[src/rtl/seq_alu.sv]
// seq_alu: valid/ready ALU with iterative shift-add multiply and restoring divide.
// Build with SEQ_ALU_DIV_EN defined to include the divider; otherwise opcode 3 is illegal.

module seq_alu #(
    parameter int WIDTH = 8
) (
    input  logic               clk,
    input  logic               rst,
    input  logic               in_valid,
    output logic               in_ready,
    input  logic [WIDTH-1:0]   a,
    input  logic [WIDTH-1:0]   b,
    input  logic [3:0]         operation,
    output logic               out_valid,
    input  logic               out_ready,
    output logic [2*WIDTH-1:0] z,
    output logic [2:0]         flags
);

    localparam int CW = $clog2(WIDTH);
    localparam logic [CW-1:0] LAST = CW'(WIDTH - 1);

    localparam logic [3:0] OP_ADD = 4'd0;
    localparam logic [3:0] OP_SUB = 4'd1;
    localparam logic [3:0] OP_MUL = 4'd2;
    localparam logic [3:0] OP_DIV = 4'd3;
    localparam logic [3:0] OP_AND = 4'd4;
    localparam logic [3:0] OP_OR  = 4'd5;
    localparam logic [3:0] OP_XOR = 4'd6;
    localparam logic [3:0] OP_NOT = 4'd7;
    localparam logic [3:0] OP_SHL = 4'd8;
    localparam logic [3:0] OP_SHR = 4'd9;

    typedef enum logic [1:0] {
        IDLE = 2'd0,
        MUL  = 2'd1,
`ifdef SEQ_ALU_DIV_EN
        DIV  = 2'd2,
`endif
        DONE = 2'd3
    } state_t;

    state_t               st;
    state_t               st_n;
    logic [CW-1:0]        cnt;
    logic                 last;
    logic [WIDTH-1:0]     opb;
    logic [2*WIDTH-1:0]   prod;
    logic [2*WIDTH-1:0]   prod_n;
    logic [WIDTH:0]       msum;
    logic [2*WIDTH-1:0]   res1;
    logic                 err1;
    logic                 is_long;

`ifdef SEQ_ALU_DIV_EN
    logic [WIDTH-1:0]     rem;
    logic [WIDTH-1:0]     quo;
    logic [WIDTH-1:0]     rem_n;
    logic [WIDTH-1:0]     quo_n;
    logic [WIDTH:0]       shifted;
    logic                 ge;
`endif

    assign in_ready  = (st == IDLE);
    assign out_valid = (st == DONE);
    assign last      = (cnt == LAST);

    // Single-cycle results; long ops only flag themselves here.
    always_comb begin
        res1    = '0;
        err1    = 1'b0;
        is_long = 1'b0;
        unique case (operation)
            OP_ADD: res1[WIDTH:0] = {1'b0, a} + {1'b0, b};
            OP_SUB: res1[WIDTH:0] = {1'b0, a} - {1'b0, b};
            OP_MUL: is_long = 1'b1;
`ifdef SEQ_ALU_DIV_EN
            OP_DIV: is_long = 1'b1;
`endif
            OP_AND: res1[WIDTH-1:0] = a & b;
            OP_OR:  res1[WIDTH-1:0] = a | b;
            OP_XOR: res1[WIDTH-1:0] = a ^ b;
            OP_NOT: res1[WIDTH-1:0] = ~a;
            OP_SHL: res1[WIDTH:0]   = {a, 1'b0};
            OP_SHR: res1[WIDTH-1:0] = a >> 1;
            default: err1 = 1'b1;
        endcase
    end

    // Multiplier lives in prod's low half and shifts out as partial sums shift in.
    always_comb begin
        msum   = {1'b0, prod[2*WIDTH-1:WIDTH]}
               + (prod[0] ? {1'b0, opb} : '0);
        prod_n = {msum, prod[WIDTH-1:1]};
    end

`ifdef SEQ_ALU_DIV_EN
    // A zero divisor always "fits", giving all-ones quotient and rem == a.
    always_comb begin
        shifted = {rem, quo[WIDTH-1]};
        ge      = (shifted >= {1'b0, opb});
        rem_n   = ge ? WIDTH'(shifted - {1'b0, opb})
                     : shifted[WIDTH-1:0];
        quo_n   = {quo[WIDTH-2:0], ge};
    end
`endif

    always_comb begin
        st_n = st;
        unique case (st)
            IDLE: begin
                if (in_valid) begin
                    if (operation == OP_MUL)
                        st_n = MUL;
`ifdef SEQ_ALU_DIV_EN
                    else if (operation == OP_DIV)
                        st_n = DIV;
`endif
                    else
                        st_n = DONE;
                end
            end
            MUL: begin
                if (last)
                    st_n = DONE;
            end
`ifdef SEQ_ALU_DIV_EN
            DIV: begin
                if (last)
                    st_n = DONE;
            end
`endif
            DONE: begin
                if (out_ready)
                    st_n = IDLE;
            end
            default: st_n = IDLE;
        endcase
    end

    always_ff @(posedge clk or posedge rst) begin
        if (rst)
            st <= IDLE;
        else
            st <= st_n;
    end

    always_ff @(posedge clk or posedge rst) begin
        if (rst) begin
            cnt   <= '0;
            opb   <= '0;
            prod  <= '0;
            z     <= '0;
            flags <= '0;
`ifdef SEQ_ALU_DIV_EN
            rem   <= '0;
            quo   <= '0;
`endif
        end else begin
            case (st)
                IDLE: begin
                    if (in_valid) begin
                        opb  <= b;
                        prod <= {{WIDTH{1'b0}}, a};
                        cnt  <= '0;
`ifdef SEQ_ALU_DIV_EN
                        rem  <= '0;
                        quo  <= a;
`endif
                        if (!is_long) begin
                            z     <= res1;
                            flags <= {err1, 1'b0, res1 == '0};
                        end
                    end
                end
                MUL: begin
                    prod <= prod_n;
                    cnt  <= last ? '0 : cnt + CW'(1);
                    if (last) begin
                        z     <= prod_n;
                        flags <= {2'b00, prod_n == '0};
                    end
                end
`ifdef SEQ_ALU_DIV_EN
                DIV: begin
                    rem <= rem_n;
                    quo <= quo_n;
                    cnt <= last ? '0 : cnt + CW'(1);
                    if (last) begin
                        z     <= {rem_n, quo_n};
                        flags <= {1'b0, opb == '0,
                                  {rem_n, quo_n} == '0};
                    end
                end
`endif
                default: ;
            endcase
        end
    end

    hold_stable: assert property (@(posedge clk) disable iff (rst)
        out_valid && !out_ready |=> out_valid && $stable(z) && $stable(flags));

    never_both: assert property (@(posedge clk) disable iff (rst)
        !(in_ready && out_valid));

    cnt_range: assert property (@(posedge clk) disable iff (rst)
        cnt <= LAST);

endmodule

[config.mk]
export PLATFORM = sky130hd
export DESIGN_NAME = seq_alu
export DESIGN_NICKNAME = d
export VERILOG_FILES = /design/src/rtl/seq_alu.sv
export SDC_FILE = /design/constraint.sdc
export NUM_CORES = 1
export LEC_CHECK = 0
export CAP_MARGIN = 15
export CORE_AREA = 2 2 87 89
export DETAILED_ROUTE_END_ITERATION = 7
export DIE_AREA = 0 0 89 91
export PLACE_DENSITY = 0.75
export SETUP_SLACK_MARGIN = 0.15
export SLEW_MARGIN = 15
export SYNTH_ARGS = -nofsm -noshare
export SYNTH_HDL_FRONTEND = slang
export SYNTH_SLANG_ARGS = --single-unit
export TNS_END_PERCENT = 50
[constraint.sdc]
create_clock -name clk -period 4.6 [get_ports clk]
set_input_delay 0.46 -clock clk [delete_from_list [all_inputs] [get_ports clk]]
set_output_delay 0.46 -clock clk [all_outputs]
set_load 0.005 [all_outputs]
==> results by group <==
STA
  • Max-slew headroom at the worst pin: 0.223
  • Max Clock Skew: 0.0117 ns
  • Final clock period utilization by the worst path: 0.686
  • Highest clock rate: 317 MHz
  • Transition at the pin with the smallest max-transition slack: 1.16 ns
  • Number of failing hold endpoints at the final stage: 0
  • Setup TNS Final: 0 ns
  • Final count of pins violating max slew: 0
  • Worst hold slack: 0.481 ns
  • Worst path setup slack after routing: 1.45 ns
  • Final worst path period need: 3.15 ns
  • RSZ-0062 raised after global routing: false
  • Final setup fails: 0

Finish
  • Area Overhead vs Synth: 16.0%
  • Antenna cell count: 0
  • Final #Nets: 531
  • Filler instances: 670
  • Post-route core utilization: 0.613
  • Layout cell share with drive strength beyond 1: 0.0658

Logic synthesis
  • Count of mapped cells out of synthesis: 439
  • Async set-or-reset flop fraction in the synthesized netlist: 1.00
  • Proportion of synthesized area in mux cells: 0.0744
  • Primary FF master, synth: sky130_fd_sc_hd__dfrtp_1
  • Cell area after synthesis: 3770 µm²
  • Compound-Gate Fraction of Synth Area: 0.201
  • Post-Synth Simple-Gate Area: 0.191
  • Main combinational cell family by area after synthesis: compound AO/OA/AOI/OAI gates
  • Most frequent cells after synthesis: sky130_fd_sc_hd__nand2_1, sky130_fd_sc_hd__dfrtp_1, sky130_fd_sc_hd__inv_1, sky130_fd_sc_hd__ha_1, sky130_fd_sc_hd__o21ai_0
  • Most frequently used cell type in the post-synthesis netlist: sky130_fd_sc_hd__nand2_1
  • Post-synthesis net count: 500
  • Number of synthesized register bits: 47
  • Count of synthesis-stage warnings from yosys: 0
  • Fraction of the mapped netlist area in adder cells: 0.129
  • Register area share after synthesis: 0.312
  • Dominant cell type by area after synthesis: sky130_fd_sc_hd__dfrtp_1
  • Syn Area/Cell: 8.58 µm²
  • Proportion of netlist area held by the largest area contributor: 0.312
  • Number of flops mapped to enable cells by yosys: 0
  • Cell types with the largest area share after synthesis: sky130_fd_sc_hd__dfrtp_1, sky130_fd_sc_hd__ha_1, sky130_fd_sc_hd__nand2_1, sky130_fd_sc_hd__inv_1, sky130_fd_sc_hd__o21ai_0
  • XOR/XNOR share of the synthesized area: 0.0256
  • Number of distinct library cells after synthesis: 59

Critical path
  • Arrival @ worst endpoint: 3.42 ns
  • Internal reg-to-reg setup slack: 1.89 ns
  • Type of destination of the critical path: flip-flop
  • Critical path launch point type: primary input
  • Maximum fanout count along the critical path: 10
  • FF-to-FF path depth: 8
  • Endpoint required time on the critical path: 4.86 ns
  • Worst r2r dst: flags[0]
  • Critical path class: primary input to flip-flop
  • Reg-to-reg startpoint: st[0]

Drt
  • Post-route ant nets: 0
  • Initial DRC count: 231
  • Via density per instance: 5.98
  • Total wirelength of the detailed-routed design: 9760 µm
  • Drc violations: 0
  • 1st-pass router iterations: 4
  • Average detailed-routed wire length per instance: 17.1 µm
  • Total via count in the routed design: 3,408

Worst hold path
  • Min-delay worst type: flip-flop to flip-flop
  • Hold Startpoint: z[1]
  • Sink of the worst hold path: z[1]
  • Number of cells traversed by the worst hold path: 1

CTS
  • Cts repair resizes: 0
  • Setup bufs post-CTS: 0
  • TritonCTS clock tree: yes
  • Root buf cell: sky130_fd_sc_hd__clkbuf_8
  • Clock transition at the registers of the reported paths: 0.10 ns
  • Count of clock tree sinks: 47
  • Maximum clock insertion buffer count: 2
  • Number of buffers created by CTS: 5
  • CTS H-Tree Depth: 2
  • CTS hold repair buffers: 0
  • Latest clock arrival within the worst-skew pair: 0.31 ns

Power
  • Cell internal power dissipation: 1.28 mW
  • Switch share: 0.424
  • Leakage power summed over all cells: 2.04 nW
  • Maximum vdd drop: 190 µV
  • Portion of total power attributed to combinational logic: 0.527
  • Sw Pwr: 938 µW
  • Share of power burned in registers: 0.330
  • Relative contribution of the clock network to total power: 0.143
  • Pwr Density: 506 nW/µm²

Global routing
  • Initial antenna violation count: 0
  • Largest net degree at the start of global routing: 48
  • Via count of the first global-routing pass: 3,219
  • GRT Total Usage: 0.253
  • GRT overflow: 0
  • Global-route wire length before repair: 16,100 µm

Floorplanning
  • Effective utilization at floorplan: 0.528
  • Cell row count: 31
  • Core ar.: 7140 µm²
  • Chip width: 89 µm
  • Io pins: 45
  • Die Outline Area: 8100 µm²
  • Die span in y: 91 µm

Placed design
  • Port bufs: 43
  • Routability Congestion: 0.949
  • Final HPWL from detailed placement: 7500 µm
  • Pre-CTS setup slack: 1.15 ns

Run status
  • Run status: finished, final reports clean

Job
  • Count of max-cap constraint violations: 0
[cells by family (layout without fill, tap and decap cells)]
group / Yosys count / in the layout
buffers and inverters: 62 / 94
DFF: 47 / 47
other: 1 / 1
xor gates and xnor gates: 11 / 11
AOI/OAI and AO/OA: 112 / 112
muxes: 23 / 23
adders and majority gates: 37 / 37
and+or+nand+nor: 146 / 146
[layout make-up]
| type | instances | area (µm²) | share of cell area |
|---|---|---|---|
| clock buffer | 5 | 68.8 | 0.0157 |
| timing repair buffer | 47 | 460 | 0.105 |
| inverter | 39 | 146 | 0.0335 |
| clock inverter | 3 | 47.5 | 0.0109 |
| sequential | 47 | 1180 | 0.269 |
| multi-input combinational | 330 | 2350 | 0.537 |
| tap | 99 | 124 | 0.0283 |
[worst max path at each step]
| stage | cells after the start | from | endpoint | slack [ns] |
|---|---|---|---|---|
| after global placement | 10 | a[3] | flags[0] | 1.20 |
| after global routing | 10 | a[3] | flags[0] | 1.28 |
| after detailed placement | 10 | a[3] | flags[0] | 1.15 |
| final | 10 | a[3] | flags[0] | 1.45 |
| after floorplan | 11 | a[0] | flags[0] | 2.16 |
| after CTS | 10 | a[3] | flags[0] | 1.47 |
[power by group through the flow]
stage | Combinational [mW] | Sequential [mW] | Clock (mW)
3_3_place_gp | 1.14 | 0.732 | 0
2_1_floorplan | 0.782 | 0.706 | 0
6_report | 1.17 | 0.731 | 0.316
4_1_cts | 1.17 | 0.728 | 0.324
3_5_place_dp | 1.16 | 0.736 | 0
5_1_grt | 1.31 | 0.754 | 0.339
[registers in the layout, summed over array words and instances, names as in the netlist]
name,cells
z,16
prod,16
st,2
opb,8
cnt,3
flags,2
[stage by stage]
| stage | area, µm² | instances | power [mW] |
|---|---|---|---|
| 5_1_grt | 4370 | 570 | 2.40 |
| 6_report | 4370 | 570 | 2.21 |
| 3_3_place_gp | 4260 | 562 | 1.87 |
| 3_5_place_dp | 4260 | 562 | 1.90 |
| 4_1_cts | 4370 | 570 | 2.22 |
| 2_1_floorplan | 3770 | 439 | 1.49 |
[cell usage in the layout, fill, tap and decap left out, drive strengths merged, types with 4 or more instances in the layout]
cell            n
nand2          64
dfrtp          47
clkdlybuf4s50  43
inv            40
ha             34
o21ai          27
nor2           19
a21oi          17
a22oi          14
o31ai          11
mux2           10
mux2i          10
and2            9
a21o            8
nor3            8
nand3           8
xnor2           7
o211ai          7
nor2b           5
nand2b          5
nor4            5
and3            5
nor3b           5
a211oi          5
clkbuf          5
nand4           5
xor2            4
buf             4
[per-layer routing]
metal / vias up / track usage / wire, µm
met2: 132 / 0.385 / 4500
met5: - / 0 / 0
met1: 1639 / 0.371 / 4460
met3: 16 / 0.0336 / 582
li1: 1621 / - / -
met4: 0 / 0.0833 / 214
[worst max-delay path, cell delays in order]
cell	delay, ns
sky130_fd_sc_hd__clkdlybuf4s50_1	0.65
sky130_fd_sc_hd__inv_1	0.13
sky130_fd_sc_hd__ha_1	0.45
sky130_fd_sc_hd__and3b_1	0.23
sky130_fd_sc_hd__o21ai_0	0.16
sky130_fd_sc_hd__o311ai_1	0.14
sky130_fd_sc_hd__a221oi_1	0.50
sky130_fd_sc_hd__o211ai_1	0.20
sky130_fd_sc_hd__nor4_1	0.34
sky130_fd_sc_hd__a21o_1	0.16
Power figures use the tool's default switching activity.
